--- config.mk ---
export PLATFORM = sky130hd
export DESIGN_NAME = dmem_arbiter
export DESIGN_NICKNAME = d
export VERILOG_FILES = /design/src/rtl/dmem_arbiter.sv
export SDC_FILE = /design/constraint.sdc
export NUM_CORES = 1
export LEC_CHECK = 0
export CORE_AREA = 8 8 116 118
export CTS_BUF_LIST = sky130_fd_sc_hd__clkbuf_4 sky130_fd_sc_hd__clkbuf_8
export CTS_CLUSTER_DIAMETER = 60
export CTS_CLUSTER_SIZE = 25
export DETAILED_ROUTE_END_ITERATION = 6
export DIE_AREA = 0 0 124 126
export PLACE_DENSITY = 0.66
export SLEW_MARGIN = 30
export SYNTH_ARGS = -nofsm -noshare
export SYNTH_HDL_FRONTEND = slang
export SYNTH_SLANG_ARGS = --single-unit
--- constraint.sdc ---
create_clock -name clk -period 4.8 [get_ports clk]
set_input_delay 0.96 -clock clk [delete_from_list [all_inputs] [get_ports clk]]
set_output_delay 0.96 -clock clk [all_outputs]
set_load 0.01 [all_outputs]
--- src/rtl/dmem_arbiter.sv ---
// ============================================================================
//  Module      : dmem_arbiter
//  Description : Single-port data memory arbiter between the core memory
//                stage (port c, with AMO lock) and a DMA/debug master (port d).
//  Revision    : 1.0 - initial release
// ============================================================================
`default_nettype none

module dmem_arbiter #(
   parameter int DATA_WIDTH   = 32,
   parameter int ADDR_WIDTH   = 32,
   parameter int STARVE_LIMIT = 4,
   parameter int LOCK_TIMEOUT = 8,
   localparam int MASK_SIZE   = DATA_WIDTH / 8
) (
   input  logic                  clk,
   input  logic                  rst,
   input  logic                  c_req,
   input  logic                  c_we,
   input  logic                  c_lock,
   input  logic [ADDR_WIDTH-1:0] c_addr,
   input  logic [DATA_WIDTH-1:0] c_wdata,
   input  logic [MASK_SIZE-1:0]  c_mask,
   output logic                  c_gnt,
   output logic                  c_rvalid,
   output logic [DATA_WIDTH-1:0] c_rdata,
   input  logic                  d_req,
   input  logic                  d_we,
   input  logic [ADDR_WIDTH-1:0] d_addr,
   input  logic [DATA_WIDTH-1:0] d_wdata,
   input  logic [MASK_SIZE-1:0]  d_mask,
   output logic                  d_gnt,
   output logic                  d_rvalid,
   output logic [DATA_WIDTH-1:0] d_rdata,
   output logic                  m_en,
   output logic                  m_we,
   output logic [ADDR_WIDTH-1:0] m_addr,
   output logic [DATA_WIDTH-1:0] m_wdata,
   output logic [MASK_SIZE-1:0]  m_mask,
   input  logic [DATA_WIDTH-1:0] m_rdata,
   output logic                  lock_err
);

   localparam int WAIT_W = $clog2(STARVE_LIMIT + 1);
   localparam int LOCK_W = $clog2(LOCK_TIMEOUT + 1);
   localparam logic [WAIT_W-1:0] c_STARVE  = WAIT_W'(STARVE_LIMIT);
   localparam logic [LOCK_W-1:0] c_LOCK_TO = LOCK_W'(LOCK_TIMEOUT);

   localparam logic [0:0] S_IDLE   = 1'b0;
   localparam logic [0:0] S_LOCKED = 1'b1;

   logic [0:0]        r_state;
   logic [0:0]        w_state_nxt;
   logic [WAIT_W-1:0] r_d_wait_cnt;
   logic [LOCK_W-1:0] r_lock_cnt;
   logic [LOCK_W-1:0] w_lock_cnt_inc;
   logic              w_lock_timeout;
   logic              w_c_gnt;
   logic              w_d_gnt;
   logic              r_c_rvalid;
   logic              r_d_rvalid;
   logic              r_lock_err;

   // State register
   always_ff @(posedge clk) begin
      if (rst) r_state <= S_IDLE;
      else     r_state <= w_state_nxt;
   end

   // Next-state logic
   always_comb begin
      w_state_nxt    = r_state;
      w_lock_timeout = 1'b0;
      w_lock_cnt_inc = r_lock_cnt + 1'b1;
      case (r_state)
         S_IDLE: begin
            if (w_c_gnt && c_lock && !c_we) w_state_nxt = S_LOCKED;
         end
         S_LOCKED: begin
            if (w_c_gnt && c_we) begin
               w_state_nxt = S_IDLE;
            end else if (w_c_gnt && c_lock) begin
               w_state_nxt = S_LOCKED;
            end else if (w_lock_cnt_inc == c_LOCK_TO) begin
               w_state_nxt    = S_IDLE;
               w_lock_timeout = 1'b1;
            end
         end
         default: w_state_nxt = S_IDLE;
      endcase
   end

   // Grant logic; the core always wins a tie unless d has waited STARVE_LIMIT cycles
   always_comb begin
      w_c_gnt = 1'b0;
      w_d_gnt = 1'b0;
      if (!rst) begin
         case (r_state)
            S_IDLE: begin
               if (c_req && d_req) begin
                  if (r_d_wait_cnt == c_STARVE) w_d_gnt = 1'b1;
                  else                          w_c_gnt = 1'b1;
               end else begin
                  w_c_gnt = c_req;
                  w_d_gnt = d_req;
               end
            end
            S_LOCKED: w_c_gnt = c_req;
            default: ;
         endcase
      end
   end

   always_ff @(posedge clk) begin
      if (rst || !d_req || w_d_gnt)   r_d_wait_cnt <= '0;
      else if (r_d_wait_cnt != c_STARVE) r_d_wait_cnt <= r_d_wait_cnt + 1'b1;
   end

   // Locked reads restart the window; leaving LOCKED always clears it
   always_ff @(posedge clk) begin
      if (rst)
         r_lock_cnt <= '0;
      else if (r_state == S_LOCKED && w_state_nxt == S_LOCKED && !(w_c_gnt && c_lock))
         r_lock_cnt <= w_lock_cnt_inc;
      else
         r_lock_cnt <= '0;
   end

   always_ff @(posedge clk) begin
      if (rst) begin
         r_c_rvalid <= 1'b0;
         r_d_rvalid <= 1'b0;
         r_lock_err <= 1'b0;
      end else begin
         r_c_rvalid <= w_c_gnt && !c_we;
         r_d_rvalid <= w_d_gnt && !d_we;
         r_lock_err <= w_lock_timeout;
      end
   end

   // Gating with rst suppresses a read response already in flight when reset hits
   assign c_gnt    = w_c_gnt;
   assign d_gnt    = w_d_gnt;
   assign c_rvalid = r_c_rvalid && !rst;
   assign d_rvalid = r_d_rvalid && !rst;
   assign c_rdata  = c_rvalid ? m_rdata : '0;
   assign d_rdata  = d_rvalid ? m_rdata : '0;
   assign lock_err = r_lock_err && !rst;

   always_comb begin
      m_en    = w_c_gnt || w_d_gnt;
      m_we    = 1'b0;
      m_addr  = '0;
      m_wdata = '0;
      m_mask  = '0;
      if (w_c_gnt) begin
         m_we    = c_we;
         m_addr  = c_addr;
         m_wdata = c_wdata;
         m_mask  = c_mask;
      end else if (w_d_gnt) begin
         m_we    = d_we;
         m_addr  = d_addr;
         m_wdata = d_wdata;
         m_mask  = d_mask;
      end
   end

endmodule

`default_nettype wire

==> reports/qor.json <==
{
  "htree_num_levels": 1,
  "max_cap_violations": 0,
  "number_of_synthesized_flops_with_an_enable_pin": 0,
  "cts_root_buf": "sky130_fd_sc_hd__clkbuf_8",
  "buffer_ports.inserted": 313,
  "crit_path_top_delay_cell": "sky130_fd_sc_hd__clkdlybuf4s50_1",
  "detail_route.wirelength_mm": 14.00,
  "post_synthesis_net_count": 394,
  "syn2layout_area_growth_pct": 191.6,
  "syn_area_um2": 1710,
  "yosys_register_bits": 11,
  "crit_chain": "clkdlybuf4s50_1 > inv_2 > nand2_1 > a211oi_4 > buf_12 > a22o_1 > clkdlybuf4s50_1",
  "die_h_um": 126,
  "antenna_found_initial": 0,
  "post_drt_via_cell_ratio": 4.341,
  "cp.buffers_inverters": 4,
  "netlist_top_cells_area": "sky130_fd_sc_hd__a22o_1, sky130_fd_sc_hd__and2_1, sky130_fd_sc_hd__dfxtp_1, sky130_fd_sc_hd__buf_6, sky130_fd_sc_hd__ha_1",
  "dieArea_um2": 15620,
  "syn_area_per_cell_um2": 7.955,
  "post-place-ws_ps": 676.8,
  "netlist_top_cells_count": "sky130_fd_sc_hd__a22o_1, sky130_fd_sc_hd__and2_1, sky130_fd_sc_hd__dfxtp_1",
  "final_max_slew_violation_count": 0,
  "rsz_0062_raised_after_global_routing": "false",
  "synth_top_area_share": 0.3533,
  "number_of_distinct_standard_cells_referenced_by_the_synthesized_netlist": 30,
  "clock_sink_count": 11,
  "die_w_um": 124,
  "category_of_the_critical_setup_timing_path": "input port to primary output",
  "num_rows": 40,
  "seqCellArea_um2": 220.2,
  "post-route-worst-setup-slack_ps": 684.2,
  "groute.usage.overall": 0.1630,
  "critical_path.top_delay_family": "buffers and inverters",
  "cellPowerDensity_nw_per_um2": 107.7,
  "dominantRegCellSynth": "sky130_fd_sc_hd__dfxtp_1",
  "place_hpwl_mm": 12.76,
  "endpoint_kind": "primary output",
  "hold_class": "flop to flop",
  "final.setup.tns_ps": 0,
  "worst_path_most_repeated_cell": "sky130_fd_sc_hd__clkdlybuf4s50_1",
  "io_pins": 314,
  "drt-pass1-iter-count": 4,
  "dr_total_vias": 2874,
  "share_of_flip_flops_with_an_asynchronous_set_or_reset_after_synthesis": 0,
  "multi_input_comb_area_um2": 1320,
  "overflow": 0,
  "worst_skew_pair.late_latency_ps": 230,
  "finalHoldViolCount": 0,
  "layout_cells_sized_above_1": 0.02524,
  "postCtsSetupBuffers": 0,
  "detailed_route_drc_error_count": 0,
  "antenna_cells_inserted": 0,
  "critPathArrivalTime_ps": 3160,
  "postCtsHoldBufs": 0,
  "max_stage_delay_ps": 600,
  "ir_drop_v": 0.00006556,
  "cts.clk_slew.worst_paths_ps": 50,
  "tritoncts": "yes",
  "total_leakage_power_nw": 1.880,
  "core_area_um2": 11710,
  "synth_warnings": 0,
  "design.final.nets": 695,
  "start_util": 0.1460,
  "required_ps": 3840,
  "hold_ws_ps": 488.6,
  "fillers": 1186,
  "wl_per_cell_um": 21.15,
  "antenna_violating_nets_post_route": 0,
  "critPathLaunchType": "input port",
  "max_slew_margin": 0.7284,
  "cts_resized": 0,
  "post-synth-top-area-cell": "sky130_fd_sc_hd__a22o_1",
  "ys_seq_area_frac": 0.1287,
  "cp_max_fo": 75,
  "cts-buffers-inserted": 3,
  "grt_first_pass_wirelength_mm": 19.31,
  "drt_iter0_markers": 61,
  "finalSetupViolCount": 0,
  "fin_crit_sh": 0.8575,
  "first_global_vias": 3062,
  "post-synth-top-count-cell": "sky130_fd_sc_hd__a22o_1",
  "finClkSkew_ps": 0.5802,
  "run_status": "finished clean",
  "maximum_frequency_from_static_timing_analysis_mhz": 243.0,
  "synthesis.instances": 215,
  "worst_pin_slew_ps": 407.4,
  "final_weighted_congestion_in_routability_driven_placement": 0.8979,
  "cts_buffer_depth": 2,
  "finalCriticalPeriod_ps": 4116,
  "grt_start_max_net_pins": 76
}
[final timing paths]
kind                   start       endpoint  slack (ps)  depth (start not counted)
max                      rst     m_addr[25]         680                          7
min            r_lock_cnt[0]  r_lock_cnt[0]         490                          1
max reg2reg  r_d_wait_cnt[0]        r_state        2900                          7
min reg2reg    r_lock_cnt[0]  r_lock_cnt[0]         490                          1
[cell usage in the layout (no fill, tap or decap), drive strengths merged, types with 2 or more instances in the layout]
master and n:
a22o 69, and2 64, buf 5, clkbuf 4, clkdlybuf4s50 313, dfxtp 11
ha 4, inv 5, nand2 5, nand3 2, nand3b 2, nor2 4
nor2b 6, nor3 3, o21ai 4, xor2 3
[layer usage]
metal	up-vias	track usage	wire [um]
met5	-	0	0
met4	0	0.03571	206
met3	12	0.07417	1977
met2	197	0.3276	7438
met1	1276	0.1388	4376
li1	1389	-	-
[cells by family (layout without fill, tap and decap cells)]
kind of cell / Yosys count / in the layout / share of synthesized area
AOI/OAI and AO/OA: 77 / 77 / 0.3862
xor gates and xnor gates: 4 / 4 / 0.02049
adders and majority gates: 4 / 4 / 0.02926
buffers and inverters: 27 / 327 / 0.1046
DFF: 11 / 11 / 0.1287
muxes: 1 / 1 / 0.005852
and+or+nand+nor: 91 / 91 / 0.3248
[state kept, by name (all words and copies together), names as in the netlist]
name,count
r_state,1
r_c_rvalid,1
r_lock_cnt,4
r_d_rvalid,1
r_lock_err,1
r_d_wait_cnt,3
[per-stage QoR]
step | cell area [um2] | utilization | total power, mW | std cells
final | 4987 | 0.4259 | 0.5372 | 662
after global routing | 4987 | 0.4259 | 0.5658 | 662
after CTS | 4987 | 0.4259 | 0.5458 | 662
after detailed placement | 4938 | 0.4217 | 0.4471 | 658
after global placement | 4938 | 0.4217 | 0.4448 | 658
after floorplan | 1710 | - | 0.1929 | 215
[power by group]
group / internal [mW] / switching [mW] / total, mW / leakage, nW
Combinational: 0.233 / 0.113 / 0.346 / 1.76
Clock: 0.0637 / 0.0321 / 0.0958 / 0.0262
Sequential: 0.0936 / 0.00179 / 0.0954 / 0.0892
Total: 0.390 / 0.147 / 0.537 / 1.88
[final cells by class]
class | instances | share of cell area
clock buffers | 4 | 0.009784
inverters | 5 | 0.003763
multi-input cells | 177 | 0.2647
flip-flops and latches | 11 | 0.04415
well taps | 147 | 0.03688
repair buffers | 318 | 0.6407
Power figures use the tool's default switching activity.
==> RTL change (same flow settings) <==
Set the parameter `STARVE_LIMIT` to 2 (it was 4).
--- a/src/rtl/dmem_arbiter.sv
+++ b/src/rtl/dmem_arbiter.sv
@@ -10,5 +10,5 @@
    parameter int DATA_WIDTH   = 32,
    parameter int ADDR_WIDTH   = 32,
-   parameter int STARVE_LIMIT = 4,
+   parameter int STARVE_LIMIT = 2,
    parameter int LOCK_TIMEOUT = 8,
    localparam int MASK_SIZE   = DATA_WIDTH / 8
Formal check against the unedited RTL: not equivalent (a bounded check fails within 4 cycles, from zero or initial values and one cycle with rst high).
==> RTL change against the original RTL <==
- power grew 0.60%
- routed wire length shrank 10%
- worst hold slack gained 35 ps
- highest routed layer unchanged
- largest power group unchanged
- critical path depth shrank 1
- area after synthesis shrank 5.1%
- worst setup slack gained 48 ps
- critical endpoint is now m_addr[19]
- critical path type unchanged
- sequential cell count shrank 1
- design area shrank 1.4%
==> RTL change: results (changes against the original RTL) <==
Global routing
  – Vias in the first global route: 2886 (-5.7%)
  – Global-route wire length before repair: 17300 um (-10%)
  – Largest net degree at the start of global routing: 74 (-2.6%)

Power
  – Total sequential power: 0.0000869 W (-8.9%)
  – P_clk: 0.000104 W (+9%)
  – Pleak: 1.84 nW (-2.3%)
  – Peak VDD IR: 154 uV (+130%)
  – Switch Pwr: 0.000146 W (-0.74%)

Detailed routing
  – Initial drt markers: 108 (+77%)
  – Vias after detailed routing: 2765 (-3.8%)
  – Met1 wire length: 4390 um (+0.39%)
  – Met3 routed WL: 991 um (-50%)
  – Metal2 WL: 7050 um (-5.2%)
  – Routed WL: 12600 um (-10%)

STA
  – Clk_skew: 0.794 ps (+0.214 ps)
  – Worst slew margin: 60.3% (-13 points)
  – Final worst slack: 732 ps (+47.9 ps)

Setup path
  – Reg2Reg Depth: 6 (-1)
  – CP peak stage delay: 560 ps (-40 ps)
  – Worst Path Arrival: 3110 ps (-50 ps)
  – Reg-to-reg setup timing slack: 3100 ps (+200 ps)
  – CP endpoint: m_addr[19]
  – FF-to-FF End: r_lock_cnt[1]
  – Crit path max fanout: 73 (-2.7%)

Yosys
  – Xor/xnor share of the synthesized area: 1.62% (-0.43 points)
  – Post-synthesis compound-gate area fraction: 42.0% (+3.4 points)
  – Adder-cell share of the synthesized area: 2.31% (-0.61 points)
  – Top post-synthesis cells by area: a22o_1, and2_1, dfxtp_1
  – Syn Inst Count: 203 (-5.6%)
  – Commonest cells post-synth: a22o_1, and2_1, dfxtp_1

Clock network
  – Max Buffers Root-to-Sink: 2 (unchanged)
  – Clk Latency, worst-skew pair: 230 ps (about the same)

Layout
  – FILL cells: 1168 (-1.5%)
  – Share of cells above drive strength 1: 2.58% (+0.055 points)
  – Finished Layout Cells: 651 (-1.7%)
  – Largest regs: r_lock_cnt: 4 flops, r_d_wait_cnt: 2 flops
  – Layout Nets: 683 (-1.7%)

Min path
  – Hold Path Sink: r_d_wait_cnt[1]
  – HP Start: r_d_wait_cnt[1]

Placed design
  – Setup WS pre-CTS: 742 ps (+65.0 ps)
  – Final Wtd Congestion: 0.913 (+1.6%)

Status
  – Outcome: finished clean
-- RTL change: cell count changes after synthesis, moves of 2 or more --
cell      change
nand3b_1      -2
buf_2         +5
buf_4         -6
o21ai_0       -4
inv_1         -3
nor2b_1       -2
-- RTL change: per-stage QoR --
stage                     util (%)  instance area [um^2]  hold slack, ps
after floorplan                  -                  1620             463
after global placement        41.5                  4860             517
after detailed placement      41.5                  4860             519
after CTS                     42.0                  4920             526
after global routing          42.0                  4920             569
final                         42.0                  4920             523
-- RTL change: layer usage --
| metal | vias up | global-route usage (%) |
|---|---|---|
| met1 | 1281 | 13.8 |
| met4 | 0 | 2.59 |
| li1 | 1360 | - |
| met5 | - | 0 |
| met2 | 116 | 29.2 |
| met3 | 8 | 3.13 |
-- RTL change: cell type report --
cell class	count	area share [%]
multi-input cells	170	26.0
flip-flops and latches	10	4.07
well taps	147	3.74
clock buffers	4	1.12
inverters	3	0.229
repair buffers	317	64.8
